[src/rtl/phys_reg_free_list_ckpt_pkg.sv]
// Shared sizing constants and types for the checkpointed physical-register free list.
package phys_reg_free_list_ckpt_pkg;

  // Default configuration: 64 physical registers, 32 mapped at reset, 4 checkpoint columns.
  localparam int FREE_LIST_DEPTH      = 64;
  localparam int RESET_MAPPED_REGS    = 32;
  localparam int CKPT_COLUMNS         = 4;

  localparam int LOG_FREE_LIST_DEPTH  = $clog2(FREE_LIST_DEPTH);
  localparam int LOG_CKPT_COLUMNS     = $clog2(CKPT_COLUMNS);
  localparam int PHYS_REG_WIDTH       = LOG_FREE_LIST_DEPTH;

  typedef logic [PHYS_REG_WIDTH-1:0]      phys_reg_tag_t;
  // Extra msb separates a full list from an empty one.
  typedef logic [LOG_FREE_LIST_DEPTH:0]   free_list_ptr_t;
  typedef logic [LOG_CKPT_COLUMNS-1:0]    checkpoint_column_t;

  typedef struct packed {
    logic           valid;
    logic           resolved;
    free_list_ptr_t saved_head;
  } checkpoint_entry_t;

endpackage

[src/rtl/phys_reg_free_list_ckpt_if.sv]
// Rename/commit/branch-unit side signals of the free list, bundled as one interface.
interface phys_reg_free_list_ckpt_if
  import phys_reg_free_list_ckpt_pkg::*;
#(
  parameter int TAG_W = PHYS_REG_WIDTH,
  parameter int COL_W = LOG_CKPT_COLUMNS,
  parameter int CNT_W = LOG_FREE_LIST_DEPTH + 1
);

  logic             dequeue_valid;
  logic             dequeue_ready;
  logic [TAG_W-1:0] dequeue_phys_reg_tag;
  logic             enqueue_valid;
  logic [TAG_W-1:0] enqueue_phys_reg_tag;
  logic             enqueue_ready;
  logic             save_valid;
  logic             save_ready;
  logic [COL_W-1:0] save_column;
  logic             restore_valid;
  logic [COL_W-1:0] restore_column;
  logic             clear_valid;
  logic [COL_W-1:0] clear_column;
  logic [CNT_W-1:0] free_count;

  // Pipeline side: rename, commit and the branch unit.
  modport master (
    output dequeue_valid, enqueue_valid, enqueue_phys_reg_tag,
           save_valid, restore_valid, restore_column, clear_valid, clear_column,
    input  dequeue_ready, dequeue_phys_reg_tag, enqueue_ready,
           save_ready, save_column, free_count
  );

  // Free-list side.
  modport slave (
    input  dequeue_valid, enqueue_valid, enqueue_phys_reg_tag,
           save_valid, restore_valid, restore_column, clear_valid, clear_column,
    output dequeue_ready, dequeue_phys_reg_tag, enqueue_ready,
           save_ready, save_column, free_count
  );

endinterface

[src/rtl/phys_reg_free_list_ckpt_checkpoint_table.sv]
// Checkpoint column FIFO: saves free-list head pointers at branch dispatch,
// retires resolved columns oldest-first, and restores on mispredict.
module phys_reg_free_list_ckpt_checkpoint_table #(
  parameter int PTR_W   = 7,
  parameter int COLUMNS = 4
) (
  input  logic                       CLK,
  input  logic                       RST,
  input  logic                       i_save_valid,
  input  logic [PTR_W-1:0]           i_save_head,
  input  logic                       i_clear_valid,
  input  logic [$clog2(COLUMNS)-1:0] i_clear_column,
  input  logic                       i_restore_valid,
  input  logic [$clog2(COLUMNS)-1:0] i_restore_column,
  output logic                       o_save_ready,
  output logic [$clog2(COLUMNS)-1:0] o_save_column,
  output logic                       o_restore_fire,
  output logic [PTR_W-1:0]           o_restore_head
);

  localparam int LOG_COLS = $clog2(COLUMNS);
  typedef logic [LOG_COLS-1:0] col_t;

  typedef struct packed {
    logic             valid;
    logic             resolved;
    logic [PTR_W-1:0] saved_head;
  } entry_t;

  entry_t       r_cols [COLUMNS];
  col_t         r_col_head;
  col_t         r_col_tail;
  logic [COLUMNS-1:0] w_kill;
  logic         w_restore_fire;
  logic         w_save_ready;
  logic         w_save_fire;
  logic         w_retire;

  assign w_restore_fire = i_restore_valid && r_cols[i_restore_column].valid;
  assign w_save_ready   = !((r_col_tail == r_col_head) && r_cols[r_col_head].valid);
  assign w_save_fire    = i_save_valid && w_save_ready && !w_restore_fire;

  // Mark the restored column and every younger one; age is distance from the oldest column.
  always_comb begin
    // NOTE: default every bit first so no path leaves w_kill unassigned (avoids a latch).
    w_kill = '0;
    for (int i = 0; i < COLUMNS; i++) begin
      if (w_restore_fire && r_cols[i].valid &&
          (col_t'(col_t'(i) - r_col_head) >= col_t'(i_restore_column - r_col_head))) begin
        w_kill[i] = 1'b1;
      end
    end
  end

  // The oldest column leaves once resolved, unless a restore is wiping it this cycle.
  assign w_retire = r_cols[r_col_head].valid && r_cols[r_col_head].resolved && !w_kill[r_col_head];

  // Per-column state: restore kill beats retire beats save beats clear.
  always_ff @(posedge CLK or posedge RST) begin
    if (RST) begin
      for (int i = 0; i < COLUMNS; i++) r_cols[i] <= '0;
    end else begin
      for (int i = 0; i < COLUMNS; i++) begin
        if (w_kill[i]) begin
          r_cols[i].valid <= 1'b0;
        end else if (w_retire && (col_t'(i) == r_col_head)) begin
          r_cols[i].valid <= 1'b0;
        end else if (w_save_fire && (col_t'(i) == r_col_tail)) begin
          r_cols[i] <= '{valid: 1'b1, resolved: 1'b0, saved_head: i_save_head};
        end else if (i_clear_valid && (col_t'(i) == i_clear_column) && r_cols[i].valid) begin
          r_cols[i].resolved <= 1'b1;
        end
      end
    end
  end

  // Column FIFO pointers: tail rewinds to the restored column, head follows retirement.
  always_ff @(posedge CLK or posedge RST) begin
    if (RST) begin
      r_col_head <= '0;
      r_col_tail <= '0;
    end else begin
      if (w_retire)            r_col_head <= r_col_head + col_t'(1);
      if (w_restore_fire)      r_col_tail <= i_restore_column;
      else if (w_save_fire)    r_col_tail <= r_col_tail + col_t'(1);
    end
  end

  assign o_save_ready   = w_save_ready;
  assign o_save_column  = r_col_tail;
  assign o_restore_fire = w_restore_fire;
  assign o_restore_head = r_cols[i_restore_column].saved_head;

endmodule

[src/rtl/phys_reg_free_list_ckpt.sv]
// Checkpointed physical-register free list: circular FIFO of free tags with
// single-cycle head restore from the checkpoint table on mispredict.
module phys_reg_free_list_ckpt
  import phys_reg_free_list_ckpt_pkg::*;
#(
  parameter int NUM_PHYS_REGS      = FREE_LIST_DEPTH,
  parameter int NUM_ARCH_REGS      = RESET_MAPPED_REGS,
  parameter int CHECKPOINT_COLUMNS = CKPT_COLUMNS
) (
  input logic CLK,
  input logic RST,
  phys_reg_free_list_ckpt_if.slave bus
);

  localparam int LOG_DEPTH         = $clog2(NUM_PHYS_REGS);
  localparam int NUM_FREE_AT_RESET = NUM_PHYS_REGS - NUM_ARCH_REGS;

  typedef logic [LOG_DEPTH:0]   ptr_t;
  typedef logic [LOG_DEPTH-1:0] tag_t;

  tag_t r_ram [NUM_PHYS_REGS];
  ptr_t r_head;
  ptr_t r_tail;

  logic w_empty;
  logic w_full;
  logic w_deq_fire;
  logic w_enq_fire;
  logic w_restore_fire;
  ptr_t w_head_after_deq;
  ptr_t w_restore_head;

  assign w_empty          = (r_head == r_tail);
  assign w_full           = (r_head[LOG_DEPTH-1:0] == r_tail[LOG_DEPTH-1:0]) &&
                            (r_head[LOG_DEPTH] != r_tail[LOG_DEPTH]);
  // A restore moves head itself, so a same-cycle dequeue is dropped.
  assign w_deq_fire       = bus.dequeue_valid && !w_empty && !w_restore_fire;
  assign w_enq_fire       = bus.enqueue_valid && !w_full;
  assign w_head_after_deq = w_deq_fire ? r_head + ptr_t'(1) : r_head;

  // Tag storage: preloaded with the unmapped tags, written at tail on commit.
  always_ff @(posedge CLK or posedge RST) begin
    if (RST) begin
      // NOTE: the RAM is reset because its reset contents are the initial free tags, not don't-cares.
      for (int i = 0; i < NUM_PHYS_REGS; i++) begin
        r_ram[i] <= (i < NUM_FREE_AT_RESET) ? tag_t'(NUM_ARCH_REGS + i) : '0;
      end
    end else if (w_enq_fire) begin
      r_ram[r_tail[LOG_DEPTH-1:0]] <= bus.enqueue_phys_reg_tag;
    end
  end

  // Head/tail pointers; restore overrides the dequeue, enqueue is independent.
  always_ff @(posedge CLK or posedge RST) begin
    if (RST) begin
      r_head <= '0;
      r_tail <= ptr_t'(NUM_FREE_AT_RESET);
    end else begin
      // NOTE: non-blocking so every register samples pre-edge values, like real flops.
      r_head <= w_restore_fire ? w_restore_head : w_head_after_deq;
      if (w_enq_fire) r_tail <= r_tail + ptr_t'(1);
    end
  end

  phys_reg_free_list_ckpt_checkpoint_table #(
    .PTR_W   (LOG_DEPTH + 1),
    .COLUMNS (CHECKPOINT_COLUMNS)
  ) u_ckpt_table (
    .CLK              (CLK),
    .RST              (RST),
    .i_save_valid     (bus.save_valid),
    .i_save_head      (w_head_after_deq),
    .i_clear_valid    (bus.clear_valid),
    .i_clear_column   (bus.clear_column),
    .i_restore_valid  (bus.restore_valid),
    .i_restore_column (bus.restore_column),
    .o_save_ready     (bus.save_ready),
    .o_save_column    (bus.save_column),
    .o_restore_fire   (w_restore_fire),
    .o_restore_head   (w_restore_head)
  );

  assign bus.dequeue_ready        = !w_empty;
  assign bus.dequeue_phys_reg_tag = r_ram[r_head[LOG_DEPTH-1:0]];
  assign bus.enqueue_ready        = !w_full;
  assign bus.free_count           = r_tail - r_head;

endmodule

[src/flat_wrapper.sv]
// flat-port wrapper written by rule: the top's interface ports become plain ports
module phys_reg_free_list_ckpt_flat import phys_reg_free_list_ckpt_pkg::*;
#(
  parameter int NUM_PHYS_REGS      = FREE_LIST_DEPTH,
  parameter int NUM_ARCH_REGS      = RESET_MAPPED_REGS,
  parameter int CHECKPOINT_COLUMNS = CKPT_COLUMNS
)
  (CLK, RST, bus_dequeue_valid, bus_enqueue_valid, bus_enqueue_phys_reg_tag, bus_save_valid, bus_restore_valid, bus_restore_column, bus_clear_valid, bus_clear_column, bus_dequeue_ready, bus_dequeue_phys_reg_tag, bus_enqueue_ready, bus_save_ready, bus_save_column, bus_free_count);
  phys_reg_free_list_ckpt_if bus_i ();
  input logic CLK;
  input logic RST;
  input wire logic [$bits(bus_i.dequeue_valid)-1:0] bus_dequeue_valid;
  input wire logic [$bits(bus_i.enqueue_valid)-1:0] bus_enqueue_valid;
  input wire logic [$bits(bus_i.enqueue_phys_reg_tag)-1:0] bus_enqueue_phys_reg_tag;
  input wire logic [$bits(bus_i.save_valid)-1:0] bus_save_valid;
  input wire logic [$bits(bus_i.restore_valid)-1:0] bus_restore_valid;
  input wire logic [$bits(bus_i.restore_column)-1:0] bus_restore_column;
  input wire logic [$bits(bus_i.clear_valid)-1:0] bus_clear_valid;
  input wire logic [$bits(bus_i.clear_column)-1:0] bus_clear_column;
  output wire logic [$bits(bus_i.dequeue_ready)-1:0] bus_dequeue_ready;
  output wire logic [$bits(bus_i.dequeue_phys_reg_tag)-1:0] bus_dequeue_phys_reg_tag;
  output wire logic [$bits(bus_i.enqueue_ready)-1:0] bus_enqueue_ready;
  output wire logic [$bits(bus_i.save_ready)-1:0] bus_save_ready;
  output wire logic [$bits(bus_i.save_column)-1:0] bus_save_column;
  output wire logic [$bits(bus_i.free_count)-1:0] bus_free_count;
  assign bus_i.dequeue_valid = bus_dequeue_valid;
  assign bus_i.enqueue_valid = bus_enqueue_valid;
  assign bus_i.enqueue_phys_reg_tag = bus_enqueue_phys_reg_tag;
  assign bus_i.save_valid = bus_save_valid;
  assign bus_i.restore_valid = bus_restore_valid;
  assign bus_i.restore_column = bus_restore_column;
  assign bus_i.clear_valid = bus_clear_valid;
  assign bus_i.clear_column = bus_clear_column;
  assign bus_dequeue_ready = bus_i.dequeue_ready;
  assign bus_dequeue_phys_reg_tag = bus_i.dequeue_phys_reg_tag;
  assign bus_enqueue_ready = bus_i.enqueue_ready;
  assign bus_save_ready = bus_i.save_ready;
  assign bus_save_column = bus_i.save_column;
  assign bus_free_count = bus_i.free_count;
  phys_reg_free_list_ckpt #(.NUM_PHYS_REGS(NUM_PHYS_REGS), .NUM_ARCH_REGS(NUM_ARCH_REGS), .CHECKPOINT_COLUMNS(CHECKPOINT_COLUMNS)) u_core (.CLK(CLK), .RST(RST), .bus(bus_i));
endmodule
[config.mk]
export PLATFORM = sky130hd
export DESIGN_NAME = phys_reg_free_list_ckpt_flat
export DESIGN_NICKNAME = d
export VERILOG_FILES = /design/src/rtl/phys_reg_free_list_ckpt_pkg.sv /design/src/rtl/phys_reg_free_list_ckpt_if.sv /design/src/rtl/phys_reg_free_list_ckpt_checkpoint_table.sv /design/src/rtl/phys_reg_free_list_ckpt.sv /design/src/flat_wrapper.sv
export SDC_FILE = /design/constraint.sdc
export NUM_CORES = 1
export LEC_CHECK = 0
export CAP_MARGIN = 5
export CELL_PAD_IN_SITES_DETAIL_PLACEMENT = 0
export CELL_PAD_IN_SITES_GLOBAL_PLACEMENT = 1
export CORE_MARGIN = 10
export CORE_UTILIZATION = 45
export CTS_BUF_LIST = sky130_fd_sc_hd__clkbuf_4
export DETAILED_ROUTE_END_ITERATION = 8
export HOLD_SLACK_MARGIN = 0.05
export PLACE_DENSITY_LB_ADDON = 0.1
export SYNTH_ARGS = -nofsm -noshare
export SYNTH_HDL_FRONTEND = slang
export SYNTH_HIERARCHICAL = 1
export SYNTH_SLANG_ARGS = --single-unit
[constraint.sdc]
create_clock -name CLK -period 20.2 [get_ports CLK]
set_input_delay 4.04 -clock CLK [delete_from_list [all_inputs] [get_ports CLK]]
set_output_delay 4.04 -clock CLK [all_outputs]
set_load 0.02 [all_outputs]
==> out/metrics.cfg, run 1 <==
[sta]
final-hold-violation-count = 0
max-slew-margin-rel_pct = 29.22
tns_ns = 0
setup_viol = 0
post-route-period-util_pct = 42.97
fin_skew_ns = 0.04827
tightest_slew_ns = 1.058
fmax_mhz = 115.2
maxSlewViolCount = 0
rsz0062_at_grt = no
min_period_ns = 8.681

[detailed_routing]
drtIter0Drc = 742
drc = 0
wl_microns = 54340
dr.pass1.iters = 4
vias = 13050
wl_per_cell_microns = 23.75
ant_nets = 0
via_per_inst = 5.704

[placed_design]
io_buffers = 34
place_congestion = 0.7765
hpwl_microns = 33330
placed_cells = 2064

[die]
die_h_microns = 237.9
row_count = 79
num_io_pins = 35
die_area_sq_um = 56580
core-area_sq_um = 46750
dieWidth_microns = 237.9
start_util_pct = 45.69

[cells_and_area]
area_growth_pct = 11.42
nNetsFinal = 1615
stdcell_count = 2288
layout-drive-gt1-share_pct = 52.32

[pwr]
ir_worst_vdd_mv = 0.08583
pwr_density_cell_nw_per_um2 = 150.5
p_leak_nw = 10.64

[cts]
cts.sink_count = 438
cts_made_buffers = 118
worstSkewPairLatency_ns = 0.87
cts_htree_levels = 3
cts_setup_buffers = 0
cts-root-buf = clkbuf_4
cts_tree = built
cts_max_path_buffers = 3
ctsHoldBuffers = 0
ctsResizeCount = 0
path_clk_slew_ns = 0.07

[setup_path]
path_cells = buf_12, mux4_2, nor2_1, a2111oi_0, a21oi_1, a21oi_1, a22o_1, clkdlybuf4s50_1
start_kind = flip-flop
critPathTopFamily = buffers and inverters
arrival_ns = 4.64
crit_path_frequent_cell = a21oi_1
end_kind = output pin
critPathSlowestCell = dfrtp_4
slowest_delay_ns = 0.92
path_buf_inv = 2
required_ns = 16.16
critical_path_class = reg -> out
crit_fanout = 99

[yosys]
synth_largest_area_cell = dfrtp_1
synth_edf_count = 0
syn_inst = 1500
yosysWarningCount = 6
ys.flop_type = dfrtp_1
netlist_top_cells_area = dfrtp_1, mux2_2, dfstp_2
ys_ff_latch = 438
synth_top_cell_area_share_pct = 38.07
async_flop_share_pct = 100.0
seq_area_frac_synth_pct = 51.97
synth_area_per_cell_sq_um = 14.24
ys_types = 70
synth_area_sq_um = 21360
synth_fp_nets = 1538

[run]
maxCapViolations = 0

[grt]
grt_usage_pct = 19.46
antenna_found_initial = 2
grt_max_degree = 139
overflow = 0
first_global_vias = 13766
grt_pass1_wl_microns = 85080

[worst_hold_path]
hold_class = reg -> reg

[run_status]
status = complete, no violations

-- cells in the final DEF, fill, tap and decap left out, drive strengths merged, types with 3 or more instances in the layout --
master / n
ha: 20
inv: 26
mux2: 420
nand2b: 3
nor3b: 3
nor3: 7
buf: 28
clkbuf: 197
o221ai: 6
o22ai: 9
a22oi: 12
nand4: 5
or3: 3
a211oi: 18
mux2i: 38
a31oi: 6
and3: 5
a21oi: 42
clkinv: 22
dfrtp: 325
a22o: 6
nor2b: 17
a2111oi: 12
dfstp: 113
nor2: 72
o21a: 3
and2: 6
nand3: 16
a41oi: 3
clkdlybuf4s50: 28
xnor2: 19
nand2: 70
xor2: 6
o21ai: 4
diode: 3
mux4: 81
a21o: 3
-- registers in the layout (all words and copies together) (netlist names) --
signal	count
u_core/r_ram	384
u_core/u_ckpt_table/r_cols	36
u_core/r_head	7
u_core/r_tail	7
u_core/u_ckpt_table/o_save_column	2
u_core/u_ckpt_table/r_col_head	2
-- power by group --
group	leakage [nW]	internal, mW	switching, mW	total [mW]
clock	0.973	0.461	0.374	0.835
sequential	5.54	1.22	0.200	1.42
combinational	4.13	0.648	0.680	1.33
total	10.6	2.33	1.25	3.58
-- worst paths after layout --
check                                  start                              to  slack, ns  depth (start not counted)
min reg2reg                u_core/r_ram[110]               u_core/r_ram[110]       0.49                          1
max in group asynchronous                RST               u_core/r_ram[270]      13.89                          4
max                         u_core/r_head[0]     bus_dequeue_phys_reg_tag[2]      11.52                          8
min in group asynchronous                RST  u_core/u_ckpt_table/r_cols[29]       3.81                          3
max reg2reg                 u_core/r_head[3]               u_core/r_ram[364]      15.83                          9
min                        u_core/r_ram[110]               u_core/r_ram[110]       0.49                          1
-- per-layer routing --
layer	vias up	global-route usage, %	part of all wire, %	wire length, microns
met1	6928	27.14	48	25840
met2	282	29.55	46	24840
met4	0	6.215	1.8	1003
met3	69	4.599	4.9	2659
li1	5771	-	-	-
met5	-	0	0	0
-- cell type report --
cell class | instances | area, sq um
multi-input combinational | 936 | 9699
clock inverter | 24 | 151.4
clock buffer | 197 | 1479
sequential | 438 | 11110
fill | 4156 | 22950
timing repair buffer | 56 | 488.0
tap | 607 | 759.5
inverter | 27 | 108.9
antenna | 3 | 7.507
-- kinds of logic (layout without fill, tap and decap cells) --
| family | after synthesis | after routing | synth area share (%) |
|---|---|---|---|
| fa+ha+maj | 21 | 21 | 1.265 |
| mux | 539 | 539 | 32.86 |
| compound gates | 134 | 134 | 4.586 |
| simple gates | 216 | 216 | 5.523 |
| flops | 438 | 438 | 51.97 |
| other cells | 0 | 3 | 0 |
| xor+xnor | 26 | 26 | 1.166 |
| buf+inv | 126 | 304 | 2.624 |
-- per-stage QoR --
stage | util, % | setup slack (ns) | cell area, sq um | hold slack (ns) | power [mW]
2_1_floorplan | - | 5.279 | 21360 | 0.4526 | 2.349
3_3_place_gp | 47.41 | 12.33 | 22160 | 0.4637 | 2.743
3_5_place_dp | 47.41 | 12.34 | 22160 | 0.4768 | 2.765
4_1_cts | 50.89 | 11.38 | 23790 | 0.4920 | 3.621
5_1_grt | 50.91 | 11.18 | 23800 | 0.5104 | 3.803
6_report | 50.91 | 11.52 | 23800 | 0.4936 | 3.583
-- cells in the mapped netlist (3+ instances only) --
master / instances
a22o_1: 6
nor2_2: 6
a21o_1: 3
o221ai_1: 6
nor2_1: 50
nand4_1: 5
o22ai_1: 7
nand2b_1: 3
mux2_1: 6
mux2_4: 21
nor2_4: 16
xor2_1: 6
mux2_2: 393
dfstp_2: 113
buf_2: 13
buf_6: 5
dfrtp_1: 325
or3_1: 3
clkbuf_1: 62
nand3_1: 13
buf_4: 8
xnor2_1: 18
buf_1: 10
a2111oi_0: 12
o21ai_0: 4
nor3_1: 7
and3_1: 5
ha_1: 20
mux2i_1: 38
a21oi_1: 41
and2_1: 5
nand2_1: 70
o21a_1: 3
nor2b_1: 17
a211oi_1: 18
mux4_2: 79
a22oi_1: 12
a31oi_1: 5
inv_1: 25
-- worst register-to-register path, cell delays in order (launching register included) --
cell	delay (ns)
dfrtp_1	0.33
buf_4	0.33
clkinv_1	0.54
ha_1	0.52
and4_1	0.26
nand4b_4	0.15
and2_1	0.22
nand3_1	0.65
nor2_1	0.83
mux2_2	0.40
Power figures use the tool's default switching activity.
==> run 2: changes to the inputs <==
- clock period: 20.2 -> 8 ns (I/O delays scaled with it)
==> run 2 against run 1 <==
Compared with the run above: first-iteration DRC count fell by 7.5%; highest routed layer unchanged; combinational power rose to 2.5 times the previous value; register-to-register slack got worse by 13 ns; largest power group unchanged; non-clock buffer count fell by 1; routed wire length rose by 1.3%; critical endpoint is now bus_dequeue_phys_reg_tag[4]; global-route usage rose by 0.19 points; worst hold slack got worse by 0.0041 ns.
==> out/metrics.cfg, run 2 (synthesized netlist as in run 1, its figures left out) <==
[cts]
path_clk_slew_ns = 0.06
cts_made_buffers = 117
ctsHoldBuffers = 0
cts_setup_buffers = 0
cts_max_path_buffers = 3
cts.sink_count = 438
worstSkewPairLatency_ns = 0.90
cts-root-buf = clkbuf_4
cts_tree = built
cts_htree_levels = 3
ctsResizeCount = 0

[cells_and_area]
largest_registers = u_core/r_ram: 384 flops, u_core/u_ckpt_table/r_cols: 36 flops
top_register = u_core/r_ram
nNetsFinal = 1613
area_growth_pct = 11.49
mostFrequentLayoutCells = mux2_2, dfrtp_1, clkbuf_4
fillCellCount = 4064
utilization_pct = 50.94
fin_area_sq_um = 23820
layout_commonest_cell = mux2_2
largest_reg_flops = 384
layout-drive-gt1-share_pct = 52.57

[sta]
max-slew-margin-rel_pct = 25.01
tightest_slew_ns = 1.121
fmax_mhz = 157.9
setup_viol = 0
min_period_ns = 6.332
maxSlewViolCount = 0
tns_ns = 0
fin_skew_ns = 0.06872
rsz0062_at_grt = no
final-hold-violation-count = 0
post-route-period-util_pct = 79.15

[setup_path]
required_ns = 6.40
critical_path_class = reg -> out
end_kind = output pin
arrival_ns = 4.73
reg2regPathDepth = 8
start_kind = flip-flop
crit_fanout = 51

[pwr]
ir_worst_vdd_mv = 0.1973
p_leak_nw = 10.65
p_sw_share_pct = 35.45
p_comb_share_pct = 37.0
power.internal_mw = 5.887
power_switching_mw = 3.233
pwr_density_cell_nw_per_um2 = 382.9
power.total_mw = 9.119
clockPowerShare_pct = 23.2
p_seq_share_pct = 39.8

[detailed_routing]
drtIter0Drc = 686
drc = 0
via_per_inst = 5.639
wl_microns = 55020
vias = 12903
wl_per_cell_microns = 24.05
ant_nets = 0
dr.pass1.iters = 4

[placed_design]
place_congestion = 0.7731
placed_area_sq_um = 22170
hpwl_microns = 33410
io_buffers = 34

[grt]
overflow = 0
use_met2_pct = 29.57
first_global_vias = 13734
grt_use_met3_pct = 4.149
grtUsageMet1_pct = 28.32
grt_max_degree = 171
grt.busiest_layer = met2
grt_pass1_wl_microns = 84870
antenna_found_initial = 4
grt_usage_pct = 19.65

[run_status]
status = complete, no violations

[die]
row_count = 79
dieWidth_microns = 237.9
core-area_sq_um = 46750
num_io_pins = 35
die_h_microns = 237.9
die_area_sq_um = 56580
start_util_pct = 45.69

[run]
maxCapViolations = 0

[worst_hold_path]
hold_class = reg -> reg
holdPathStages = 1

[run 2: critical path, stage by stage (launching register included)]
cell             delay [ns]
dfrtp_4                0.94
buf_4                  0.72
mux4_2                 0.35
nor2_1                 0.04
a2111oi_0              0.37
a21oi_1                0.15
a21oi_1                0.34
a22o_1                 0.25
clkdlybuf4s50_1        0.63
[run 2: routing by layer]
layer | vias to the layer above | wire, microns | part of all wire (%)
li1 | 5768 | - | -
met1 | 6848 | 26560 | 48
met2 | 233 | 25400 | 46
met3 | 54 | 2297 | 4.2
met4 | 0 | 767 | 1.4
met5 | - | 0 | 0
[run 2: through the flow]
step | hold WS (ns) | setup slack [ns] | instances
after floorplan | 0.4526 | 1.134 | 1500
after global placement | 0.4662 | 2.484 | 2063
after detailed placement | 0.4769 | 2.532 | 2063
after CTS | 0.4908 | 1.577 | 2283
after global routing | 0.5000 | 1.274 | 2287
final | 0.4895 | 1.668 | 2288
[run 2: final cells by class]
cell class	instances	area, sq um	area share (%)
Sequential cell	438	11110	46.64
Multi-Input combinational cell	936	9699	40.73
Clock buffer	199	1494	6.273
Tap cell	607	759.5	3.189
Timing Repair Buffer	55	493.0	2.070
Clock inverter	21	143.9	0.6042
Inverter	27	105.1	0.4413
Antenna cell	5	12.51	0.05254
[run 2: path summary, 6_finish.rpt]
kind / end / slack [ns] / start
max in group asynchronous: u_core/r_ram[146] / 5.17 / RST
worst max register to register: u_core/r_ram[136] / 3.16 / u_core/r_head[1]
worst min register to register: u_core/r_ram[65] / 0.49 / u_core/r_ram[65]
worst max-delay path: bus_dequeue_phys_reg_tag[4] / 1.67 / u_core/r_head[0]
worst min-delay path: u_core/r_ram[65] / 0.49 / u_core/r_ram[65]
min in group asynchronous: u_core/u_ckpt_table/r_cols[17] / 1.31 / RST
[run 2: power groups by stage]
| stage | combinational [mW] | sequential [mW] | clock (mW) |
|---|---|---|---|
| after detailed placement | 3.38 | 3.66 | 0 |
| final | 3.38 | 3.63 | 2.12 |
| after floorplan | 2.57 | 3.37 | 0 |
| after CTS | 3.40 | 3.62 | 2.19 |
| after global placement | 3.35 | 3.63 | 0 |
| after global routing | 3.64 | 3.72 | 2.31 |
==> run 3: changes to the inputs <==
- clock period: 8 -> 6 ns (I/O delays scaled with it)
==> run 3 against run 2 <==
Compared with the run above: final area rose by 0.45%; combinational power rose by 35%; critical path depth did not move; global-route usage fell by 0.26 points; via count rose by 1.0%; first-iteration DRC count rose by 15%; power rose by 32%; worst setup slack got worse by 0.91 ns; non-clock buffer count rose by 15; largest power group unchanged.
==> out/metrics.cfg, run 3 (synthesized netlist as in run 1, its figures left out) <==
[cells_and_area]
nNetsFinal = 1631
area_growth_pct = 11.98
fin_area_sq_um = 23920
top_register = u_core/r_ram
mostFrequentLayoutCells = mux2_2, dfrtp_1, clkbuf_4
stdcell_count = 2302
largest_registers = u_core/r_ram: 384 flops, u_core/u_ckpt_table/r_cols: 36 flops
layout-drive-gt1-share_pct = 52.51
largest_reg_flops = 384
layout_commonest_cell = mux2_2

[setup_path]
crit_fanout = 31
end_kind = output pin
arrival_ns = 4.05
required_ns = 4.80
start_kind = flip-flop
critical_path_class = reg -> out

[die]
die_area_sq_um = 56580
dieWidth_microns = 237.9
num_io_pins = 35
core-area_sq_um = 46750
start_util_pct = 45.69
row_count = 79
die_h_microns = 237.9

[cts]
cts_max_path_buffers = 3
cts-root-buf = clkbuf_4
cts_made_buffers = 120
ctsHoldBuffers = 0
ctsResizeCount = 0
cts_setup_buffers = 0
path_clk_slew_ns = 0.06
cts_tree = built
worstSkewPairLatency_ns = 0.87
cts.sink_count = 438
cts_htree_levels = 3

[grt]
overflow = 0
first_global_vias = 13848
antenna_found_initial = 1
grt_usage_pct = 19.39
grt_pass1_wl_microns = 84660
grt_max_degree = 158

[sta]
max-slew-margin-rel_pct = 14.64
fmax_mhz = 190.6
rsz0062_at_grt = no
setup_viol = 0
min_period_ns = 5.245
fin_skew_ns = 0.07461
post-route-period-util_pct = 87.42
tightest_slew_ns = 1.280
maxSlewViolCount = 0
final-hold-violation-count = 0
tns_ns = 0

[pwr]
p_comb_share_pct = 37.9
clockPowerShare_pct = 22.8
p_seq_share_pct = 39.3
p_sw_share_pct = 34.87
power.total_mw = 12.04
p_leak_nw = 10.71
pwr_density_cell_nw_per_um2 = 503.4
power.internal_mw = 7.843
ir_worst_vdd_mv = 0.2935
power_switching_mw = 4.199

[detailed_routing]
wl_microns = 54150
ant_nets = 0
drc = 0
dr.pass1.iters = 6
vias = 13037
wl_per_cell_microns = 23.52
drtIter0Drc = 788
via_per_inst = 5.663

[run]
maxCapViolations = 0

[placed_design]
placed_area_sq_um = 22320
io_buffers = 34
hpwl_microns = 33660
place_congestion = 0.7983
placed_cells = 2078

[worst_hold_path]
hold_class = reg -> reg

[run_status]
status = complete, no violations

## run 3: routing by layer
metal | wire (microns) | track usage, %
met1 | 25340 | 26.66
met3 | 2970 | 4.922
met4 | 1022 | 5.690
met2 | 24820 | 29.85
met5 | 0 | 0
## run 3: cell type report
cell class / instances / area (sq um)
inverters: 27 / 105.1
diodes: 2 / 5.005
clock buffers: 195 / 1464
fillers: 4170 / 22830
flip-flops and latches: 438 / 11110
repair buffers: 70 / 643.1
well taps: 607 / 759.5
clock inverters: 27 / 137.6
multi-input cells: 936 / 9699
## run 3: worst paths after layout
kind | from | to | slack, ns | cells after the start
max in group asynchronous | RST | u_core/r_ram[330] | 3.73 | 3
setup reg to reg | u_core/r_head[1] | u_core/r_ram[279] | 1.73 | 9
min in group asynchronous | RST | u_core/r_ram[198] | 0.88 | 2
hold / removal | u_core/r_ram[110] | u_core/r_ram[110] | 0.49 | 1
setup / recovery | u_core/r_head[1] | bus_dequeue_phys_reg_tag[3] | 0.75 | 8
hold reg to reg | u_core/r_ram[110] | u_core/r_ram[110] | 0.49 | 1
## run 3: power groups by stage
stage	registers [mW]	clock network (mW)	logic [mW]
global route	4.87	3.02	4.92
CTS	4.73	2.87	4.60
finish	4.73	2.75	4.56
floorplan	4.49	0	3.42
global placement	4.75	0	4.54
detailed placement	4.78	0	4.58
## run 3: stage by stage
stage	hold slack [ns]	utilization (%)	setup WS (ns)
after CTS	0.4985	51.15	0.6309
after global routing	0.5085	51.16	0.3533
after global placement	0.4629	47.73	1.291
after floorplan	0.4526	-	-0.4655
after detailed placement	0.4841	47.73	1.245
final	0.4937	51.17	0.7547
## run 3: critical path, cell delays in order, from the launching register on
cell and delay (ns):
dfrtp_2 0.37, buf_4 0.45, nand2b_1 0.56, a211oi_1 0.11, a2111oi_0 0.52, nor3_1 0.12
a21oi_1 0.16, a22o_1 0.25, clkdlybuf4s50_1 0.65
